[src/rtl/cipher_frame_tx_if.sv]
// cipher_frame_tx_if: bundles the framer's capture inputs, UART handshake and status outputs.
// Ports: start_i/cipher_i/tag_i from the cipher side, tx_busy_i from the UART,
//        tx_byte_o/load_o toward the UART, busy_o/done_o status.
interface cipher_frame_tx_if #(
  parameter int NDBits      = 8,
  parameter int NWAVE_BYTES = 184,
  parameter int NTAG_BYTES  = 16
);
  logic                     start_i;
  logic [NWAVE_BYTES*8-1:0] cipher_i;
  logic [NTAG_BYTES*8-1:0]  tag_i;
  logic                     tx_busy_i;
  logic [NDBits-1:0]        tx_byte_o;
  logic                     load_o;
  logic                     busy_o;
  logic                     done_o;

  // framer side
  modport slave (
    input  start_i, cipher_i, tag_i, tx_busy_i,
    output tx_byte_o, load_o, busy_o, done_o
  );

  // stimulus / upstream + UART side
  modport master (
    output start_i, cipher_i, tag_i, tx_busy_i,
    input  tx_byte_o, load_o, busy_o, done_o
  );
endinterface

[src/rtl/cipher_frame_tx.sv]
// cipher_frame_tx: frames a captured cipher wave + ASCON tag as HEADER, data bytes, tag bytes, TRAILER.
// Latency: first load_o one cycle after start_i (if the UART is idle); one byte per UART load/busy round trip.
// Backpressure: waits in LOAD while tx_busy_i is high; a busy edge that never comes times out after BUSY_TIMEOUT.
// Ports: clock_i, resetb_i (async, active low); bus (slave): start_i, cipher_i, tag_i, tx_busy_i in;
//        tx_byte_o, load_o, busy_o, done_o out.
module cipher_frame_tx #(
  parameter int                NDBits       = 8,
  parameter int                NWAVE_BYTES  = 184,
  parameter int                NTAG_BYTES   = 16,
  parameter logic [NDBits-1:0] HEADER       = 8'h43,
  parameter logic [NDBits-1:0] TRAILER      = 8'h0A,
  parameter int                BUSY_TIMEOUT = 15
) (
  input logic               clock_i,
  input logic               resetb_i,
  cipher_frame_tx_if.slave  bus
);

  localparam int             NBYTES   = NWAVE_BYTES + NTAG_BYTES;
  localparam int             SHW      = NBYTES * 8;
  localparam logic [7:0]     LAST_IDX = 8'(NBYTES + 1);
  localparam logic [3:0]     TMO      = 4'(BUSY_TIMEOUT);

  typedef enum logic [2:0] {
    S_IDLE,
    S_LOAD,
    S_WAIT_BUSY,
    S_WAIT_IDLE,
    S_NEXT,
    S_DONE
  } state_t;

  state_t            state, state_nxt;
  logic [SHW-1:0]    shadow;
  logic [7:0]        idx;
  logic [3:0]        tmo_cnt;
  logic [NDBits-1:0] byte_q;
  logic [NDBits-1:0] cur_byte;
  logic              load;
  logic              capture;
  logic              advance;

  // Byte for the current index: framing bytes at both ends, otherwise the
  // top of the shadow register (already shifted to the right byte).
  always_comb begin
    cur_byte = shadow[SHW-1 -: NDBits];
    if (idx == 8'd0) begin
      cur_byte = HEADER;
    end else if (idx == LAST_IDX) begin
      cur_byte = TRAILER;
    end
  end

  always_ff @(posedge clock_i or negedge resetb_i) begin
    if (!resetb_i) begin
      state <= S_IDLE;
    end else begin
      state <= state_nxt;
    end
  end

  always_comb begin
    state_nxt = state;
    load      = 1'b0;
    capture   = 1'b0;
    advance   = 1'b0;
    case (state)
      S_IDLE: begin
        if (bus.start_i) begin
          capture   = 1'b1;
          state_nxt = S_LOAD;
        end
      end
      S_LOAD: begin
        // load is combinational so the byte goes out in the first idle cycle
        if (!bus.tx_busy_i) begin
          load      = 1'b1;
          state_nxt = S_WAIT_BUSY;
        end
      end
      S_WAIT_BUSY: begin
        if (bus.tx_busy_i) begin
          state_nxt = S_WAIT_IDLE;
        end else if (tmo_cnt == TMO) begin
          // UART never acknowledged; assume the byte was taken
          state_nxt = S_NEXT;
        end
      end
      S_WAIT_IDLE: begin
        if (!bus.tx_busy_i) begin
          state_nxt = S_NEXT;
        end
      end
      S_NEXT: begin
        if (idx == LAST_IDX) begin
          state_nxt = S_DONE;
        end else begin
          advance   = 1'b1;
          state_nxt = S_LOAD;
        end
      end
      S_DONE: begin
        state_nxt = S_IDLE;
      end
      default: begin
        state_nxt = S_IDLE;
      end
    endcase
  end

  // Index and shadow register: the shift happens only after a data byte
  // (index 1..200); the header slot leaves the shadow untouched.
  always_ff @(posedge clock_i or negedge resetb_i) begin
    if (!resetb_i) begin
      idx    <= 8'd0;
      shadow <= '0;
    end else if (capture) begin
      idx    <= 8'd0;
      shadow <= {bus.cipher_i, bus.tag_i};
    end else if (advance) begin
      idx <= idx + 8'd1;
      if (idx != 8'd0) begin
        shadow <= {shadow[SHW-NDBits-1:0], {NDBits{1'b0}}};
      end
    end
  end

  // Saturating wait counter for the busy acknowledge.
  always_ff @(posedge clock_i or negedge resetb_i) begin
    if (!resetb_i) begin
      tmo_cnt <= 4'd0;
    end else if (load) begin
      tmo_cnt <= 4'd0;
    end else if (state == S_WAIT_BUSY && tmo_cnt != TMO) begin
      tmo_cnt <= tmo_cnt + 4'd1;
    end
  end

  always_ff @(posedge clock_i or negedge resetb_i) begin
    if (!resetb_i) begin
      byte_q <= '0;
    end else if (load) begin
      byte_q <= cur_byte;
    end
  end

  assign bus.load_o    = load;
  assign bus.tx_byte_o = load ? cur_byte : byte_q;
  assign bus.busy_o    = (state != S_IDLE);
  assign bus.done_o    = (state == S_DONE);

endmodule

[src/flat_wrapper.sv]
// flat-port wrapper written by rule: the top's interface ports become plain ports
module cipher_frame_tx_flat 
#(
  parameter int                NDBits       = 8,
  parameter int                NWAVE_BYTES  = 184,
  parameter int                NTAG_BYTES   = 16,
  parameter logic [NDBits-1:0] HEADER       = 8'h43,
  parameter logic [NDBits-1:0] TRAILER      = 8'h0A,
  parameter int                BUSY_TIMEOUT = 15
)
  (clock_i, resetb_i, bus_start_i, bus_cipher_i, bus_tag_i, bus_tx_busy_i, bus_tx_byte_o, bus_load_o, bus_busy_o, bus_done_o);
  cipher_frame_tx_if #(.NDBits(NDBits), .NWAVE_BYTES(NWAVE_BYTES), .NTAG_BYTES(NTAG_BYTES)) bus_i ();
  input logic clock_i;
  input logic resetb_i;
  input wire logic [$bits(bus_i.start_i)-1:0] bus_start_i;
  input wire logic [$bits(bus_i.cipher_i)-1:0] bus_cipher_i;
  input wire logic [$bits(bus_i.tag_i)-1:0] bus_tag_i;
  input wire logic [$bits(bus_i.tx_busy_i)-1:0] bus_tx_busy_i;
  output wire logic [$bits(bus_i.tx_byte_o)-1:0] bus_tx_byte_o;
  output wire logic [$bits(bus_i.load_o)-1:0] bus_load_o;
  output wire logic [$bits(bus_i.busy_o)-1:0] bus_busy_o;
  output wire logic [$bits(bus_i.done_o)-1:0] bus_done_o;
  assign bus_i.start_i = bus_start_i;
  assign bus_i.cipher_i = bus_cipher_i;
  assign bus_i.tag_i = bus_tag_i;
  assign bus_i.tx_busy_i = bus_tx_busy_i;
  assign bus_tx_byte_o = bus_i.tx_byte_o;
  assign bus_load_o = bus_i.load_o;
  assign bus_busy_o = bus_i.busy_o;
  assign bus_done_o = bus_i.done_o;
  cipher_frame_tx #(.NDBits(NDBits), .NWAVE_BYTES(NWAVE_BYTES), .NTAG_BYTES(NTAG_BYTES), .HEADER(HEADER), .TRAILER(TRAILER), .BUSY_TIMEOUT(BUSY_TIMEOUT)) u_core (.clock_i(clock_i), .resetb_i(resetb_i), .bus(bus_i));
endmodule
[config.mk]
export PLATFORM = sky130hd
export DESIGN_NAME = cipher_frame_tx_flat
export DESIGN_NICKNAME = d
export VERILOG_FILES = /design/src/rtl/cipher_frame_tx_if.sv /design/src/rtl/cipher_frame_tx.sv /design/src/flat_wrapper.sv
export SDC_FILE = /design/constraint.sdc
export NUM_CORES = 2
export LEC_CHECK = 0
export ABC_AREA = 0
export ABC_CLOCK_PERIOD_IN_PS = 5300
export CORE_AREA = 2 2 628 630
export CTS_CLUSTER_DIAMETER = 30
export DETAILED_ROUTE_END_ITERATION = 7
export DIE_AREA = 0 0 630 632
export HOLD_SLACK_MARGIN = 0.06
export PLACE_DENSITY = 0.39
export SYNTH_ARGS = -nofsm -noshare
export SYNTH_HDL_FRONTEND = slang
export SYNTH_SLANG_ARGS = --single-unit
[constraint.sdc]
create_clock -name clock_i -period 5.3 [get_ports clock_i]
set_input_delay 0.53 -clock clock_i [delete_from_list [all_inputs] [get_ports clock_i]]
set_output_delay 0.53 -clock clock_i [all_outputs]
set_load 0.03 [all_outputs]
==> After elaboration in Yosys (flattened, before gate mapping) <==
Cells that the tools add are included.
{ "totals": {"register_bits": 1623, "latch_bits": 0, "out_inout_bits": 11, "elab_cells": 52, "memories": 0, "mem_bits_rw": 0, "in_bits": 1604, "rom_bits": 0} }
{ "op_classes": {"n_mul": 0, "n_eq_ne": 12, "reduce_logical": 10, "div": 0, "n_lt_le_gt_ge": 0, "mux": 23, "shift": 0, "bitwise": 0, "n_addsub": 2} }
{ "op_table": {"columns": ["op", "n"], "rows": [
  ["1600-bit two-way mux", 3],
  ["8-bit two-way mux", 5],
  ["3-bit two-way mux", 6],
  ["3-bit case mux with 5 select lines", 1],
  ["8-bit by 1-bit adder with 8-bit output, second input constant", 1],
  ["8-bit equality test, second input constant", 1],
  ["8-bit zero test", 1],
  ["4-bit two-way mux", 2],
  ["8-bit nonzero test", 1],
  ["3-bit by 2-bit equality test with 1-bit output, second input constant", 2],
  ["3-bit equality test, second input constant", 2],
  ["1-bit two-way mux", 6],
  ["2-bit != test, second input constant", 3],
  ["2-bit nonzero test", 3],
  ["4-bit by 1-bit adder with 4-bit output, second input constant", 1],
  ["4-bit equality test, second input constant", 1],
  ["4-bit != test, second input constant", 1],
  ["4-bit AND reduction", 1],
  ["3-bit by 1-bit equality test with 1-bit output, second input constant", 1],
  ["3-bit zero test", 1],
  ["3-bit by 2-bit != test with 1-bit output, second input constant", 1],
  ["3-bit nonzero test", 1],
  ["2-bit AND reduction", 1],
  ["1-bit logical AND", 1]
]} }

==> Logic depth before layout (Yosys ltp) <==
{ "depth": {"word_depth": 5, "ltp_mapped": 9, "depth_no_buf": 6} }

==> Least setup slack after synthesis <==
OpenSTA, ideal clock, no wires.
{ "synth_path": {"path_kind": "reg-to-output", "start": "register u_core.idx[0]", "end": "output bus_tx_byte_o[0]", "slack_ps": 2743, "stages_incl_launch_ff": 7, "n_path_buf": 0, "required_ps": 4770, "arrival_time_ps": 2027, "path_cell_list": "dfrtp_1 -> inv_1 -> ha_1 -> or4b_4 -> nor2_1 -> a21oi_1 -> o21ai_0"} }
{ "synth_between": {"elab_chain_cells": 4, "elab_cells_between_ends": 5, "cone_classes": "eq/ne: 1; mux: 3; reduce/logical: 1"} }
{ "synth_rtl": {"columns": ["element", "line", "rtl"], "rows": [
  ["start, declared", "cipher_frame_tx.sv:35", "logic [7:0] idx;"],
  ["start signal, assigned", "cipher_frame_tx.sv:121", "idx <= idx + 8'd1;"],
  ["8-bit equality test", "cipher_frame_tx.sv:49", "end else if (idx == LAST_IDX) begin"],
  ["8-bit two-way mux", "cipher_frame_tx.sv:49", null],
  ["8-bit two-way mux (*)", "cipher_frame_tx.sv:47", "if (idx == 8'd0) begin"],
  ["8-bit two-way mux (*)", null, null],
  ["end, declared", "flat_wrapper.sv:19", "output wire logic [$bits(bus_i.tx_byte_o)-1:0] bus_tx_byte_o;"]
]} }
Every way passes the cells marked *; elsewhere a longest branch is shown, timed or not.

==> Final worst setup path <==
{ "layout_path": {"start": "register u_core.idx[0]", "end": "output bus_tx_byte_o[6]"} }
Same word-level chain as after synthesis.

==> impl_metrics.sql <==
INSERT INTO impl_metrics (metric_group, metric, value, unit) VALUES
('yosys', 'synth-seq-cells', '1623', ''),
('routing', 'routed-wl-met2', '171800', 'um'),
('final_layout', 'most_common_cell_after_layout_fill_and_taps_aside', 'sky130_fd_sc_hd__nand2_1', ''),
('sta', 'timing.final.crit_share', '82.42', '%'),
('cts', 'cts_root_buffer', 'sky130_fd_sc_hd__clkbuf_16', ''),
('routing', 'drtIter0Drc', '3476', ''),
('floorplan', 'std_cell_rows', '230', ''),
('routing', 'routed_wirelength', '343900', 'um'),
('run', 'max_cap_violations', '0', ''),
('sta', 'drv_slew', '0', ''),
('yosys', 'synth.cell_area', '79980', 'um2'),
('routing', 'detail-route-antenna-nets', '0', ''),
('cts', 'cts_hold_repair.buffers', '7', ''),
('placement', 'gp_routability_congestion', '0.8428', ''),
('routing', 'met3_wire_length', '22480', 'um'),
('placement', 'dpl_worst_slack', '1.617', 'ns'),
('sta', 'fin_crit', '4.368', 'ns'),
('cts', 'htree_num_levels', '6', ''),
('power', 'p_total', '72.03', 'mW'),
('hold_path', 'holdPathStages', '3', ''),
('cts', 'number_of_buffers_added_by_the_clock_tree_synthesis_step', '529', ''),
('floorplan', 'design.die.area', '398200', 'um2'),
('floorplan', 'top_level_ports', '1615', ''),
('final_layout', 'commonest_non_fill_non_tap_cells_in_the_layout', 'sky130_fd_sc_hd__nand2_1 (4803), sky130_fd_sc_hd__dfrtp_1 (1623), sky130_fd_sc_hd__clkdlybuf4s50_1 (1613)', ''),
('final_layout', 'layout.nets', '11990', ''),
('sta', 'hold-worst-slack', '0.1780', 'ns'),
('sta', 'final.setup.tns', '0', 'ns'),
('critical_path', 'critPathKind', 'reg2out', ''),
('final_layout', 'final_util', '30.51', '%'),
('routing', 'met1_length', '136400', 'um'),
('power', 'total_power_density_per_cell_area', '603.2', 'nW/um2'),
('final_layout', 'stdcell_area', '119400', 'um2'),
('cts', 'clock_sink_count', '1623', ''),
('routing', 'drt-wirelength-per-cell', '21.35', 'um'),
('routing', 'via_density_per_instance', '4.145', ''),
('critical_path', 'end_kind', 'primary output', ''),
('sta', 'setup_viol_count_final', '0', ''),
('routing', 'route.detailed.drc', '0', ''),
('global_route', 'grt_pass1_vias', '71890', ''),
('cts', 'cts.reportedPaths.clkPinSlew', '0.04', 'ns'),
('floorplan', 'floorplan_core_area', '391400', 'um2'),
('placement', 'place_inst', '15060', ''),
('sta', 'maxSlewHeadroom', '20.42', '%'),
('placement', 'placed_area', '101400', 'um2'),
('final_layout', 'area_delta_synth_final', '49.32', '%'),
('yosys', 'syn_nets', '10250', ''),
('power', 'irDropWorstVdd', '0.3787', 'mV'),
('cts', 'post-cts-setup-buffer-count', '0', ''),
('cts', 'tritoncts', 'done', ''),
('critical_path', 'timing.critical_path.required', '4.77', 'ns'),
('global_route', 'grt_start_max_net_pins', '156', ''),
('routing', 'top_layer_used', 'met5', ''),
('global_route', 'grt_pass1_wl', '494400', 'um'),
('placement', 'dp_hpwl', '253400', 'um'),
('sta', 'worst_pin_slew', '1.194', 'ns'),
('sta', 'setup_repair_after_global_routing_missed_its_margin', 'false', ''),
('final_layout', 'finalNonFillerCells', '16110', ''),
('routing', 'drtPass1Iterations', '5', ''),
('final_layout', 'layout-drive-gt1-share', '21.87', '%'),
('yosys', 'yosys_warnings', '0', ''),
('yosys', 'synthDistinctLibCells', '35', ''),
('global_route', 'globalRoute.totalOverflow', '0', ''),
('sta', 'hold_violations', '0', ''),
('status', 'status', 'completed', ''),
('final_layout', 'fillCellCount', '41140', ''),
('sta', 'maxClockFrequency', '228.9', 'MHz'),
('placement', 'io_buffer_count', '1614', ''),
('yosys', 'synth.avg_cell_area', '9.257', 'um2'),
('yosys', 'synth-seq-area-share', '50.78', '%'),
('global_route', 'number_of_antenna_violations_at_the_first_check_in_global_routing', '302', ''),
('floorplan', 'start_util', '20.43', '%');
## routing by layer
metal / up-vias / track usage, %
met1: 32340 / 18.97
li1: 31420 / -
met3: 904 / 5.153
met4: 172 / 6.965
met2: 1961 / 29.00
met5: - / 0
## state kept, by name, indices dropped and copies added, names as in the netlist
| register | cells |
|---|---|
| u_core.tmo_cnt | 4 |
| u_core.shadow | 1600 |
| u_core.byte_q | 8 |
| u_core.idx | 8 |
| u_core.state | 3 |
## cell usage after synthesis
library cell	count	area, um2
sky130_fd_sc_hd__o21ai_2	1	8.760
sky130_fd_sc_hd__inv_1	3	11.26
sky130_fd_sc_hd__nand4_1	5	31.28
sky130_fd_sc_hd__o21a_1	2	15.01
sky130_fd_sc_hd__nand2_1	4803	18030
sky130_fd_sc_hd__o31ai_1	2	15.01
sky130_fd_sc_hd__nor2_1	13	48.80
sky130_fd_sc_hd__xor2_1	7	61.31
sky130_fd_sc_hd__or3_1	3	18.77
sky130_fd_sc_hd__nand2b_1	1	6.260
sky130_fd_sc_hd__o21ai_0	16	80.08
sky130_fd_sc_hd__a22oi_1	1	7.510
sky130_fd_sc_hd__buf_4	6	45.04
sky130_fd_sc_hd__or2_2	1	6.260
sky130_fd_sc_hd__mux2_1	180	2027
sky130_fd_sc_hd__ha_1	4	50.05
sky130_fd_sc_hd__or4b_4	1	13.76
sky130_fd_sc_hd__buf_6	55	619.3
sky130_fd_sc_hd__mux2_2	1413	15910
sky130_fd_sc_hd__a21oi_1	4	20.02
sky130_fd_sc_hd__or4b_1	1	10.01
sky130_fd_sc_hd__nor3b_1	3	22.52
sky130_fd_sc_hd__or3b_1	1	8.760
sky130_fd_sc_hd__o211ai_1	2	15.01
sky130_fd_sc_hd__buf_1	6	22.52
sky130_fd_sc_hd__and3_1	2	12.51
sky130_fd_sc_hd__o22ai_1	2	12.51
sky130_fd_sc_hd__dfrtp_1	1623	40610
sky130_fd_sc_hd__clkinv_1	1	3.750
sky130_fd_sc_hd__buf_2	326	1632
sky130_fd_sc_hd__and3b_1	1	8.760
sky130_fd_sc_hd__a21oi_4	1	16.27
sky130_fd_sc_hd__nor4b_1	1	8.760
sky130_fd_sc_hd__clkbuf_1	142	533.0
sky130_fd_sc_hd__nand3_1	6	30.03
## worst max-delay path, stage by stage, from the launching register on
cell	delay, ns
sky130_fd_sc_hd__dfrtp_1	0.46
sky130_fd_sc_hd__inv_1	0.09
sky130_fd_sc_hd__ha_1	0.13
sky130_fd_sc_hd__or4b_4	0.48
sky130_fd_sc_hd__nor2_1	0.40
sky130_fd_sc_hd__a21oi_1	0.21
sky130_fd_sc_hd__o21ai_0	0.27
sky130_fd_sc_hd__clkdlybuf4s50_1	0.82
## cells by family after synthesis
kind of cell / Yosys count / synth area share (%)
buf+inv: 539 / 3.584
flops: 1623 / 50.78
mux: 1593 / 22.43
fa+ha+maj: 4 / 0.06258
xor+xnor: 7 / 0.07666
compound gates: 31 / 0.2378
simple gates: 4842 / 22.83
## worst paths after layout
check	endpoint	from
min in group asynchronous	u_core.shadow[740]$_DFFE_PN0P_	resetb_i
max reg2reg	u_core.shadow[1223]$_DFFE_PN0P_	u_core.state[2]$_DFFE_PN0P_
max	bus_tx_byte_o[6]	u_core.idx[0]$_DFFE_PN0P_
min	u_core.shadow[6]$_DFFE_PN0P_	bus_tag_i[6]
max in group asynchronous	u_core.shadow[280]$_DFFE_PN0P_	resetb_i
min reg2reg	u_core.byte_q[1]$_DFF_PN0_	u_core.byte_q[1]$_DFF_PN0_
## cell type report
class | instances | area (um2) | area share (%)
multi-input combinational | 6477 | 36520 | 30.58
clock buffer | 761 | 15160 | 12.70
clock inverter | 187 | 2512 | 2.104
inverter | 4 | 15.01 | 0.01257
tap | 5220 | 6531 | 5.469
antenna | 97 | 242.7 | 0.2033
sequential | 1623 | 40610 | 34.01
timing repair buffer | 1744 | 17820 | 14.92
## where the power goes
group	switching (mW)	internal, mW
clock	9.35	21.3
combinational	10.8	10.1
sequential	2.85	17.7
Power figures use the tool's default switching activity.
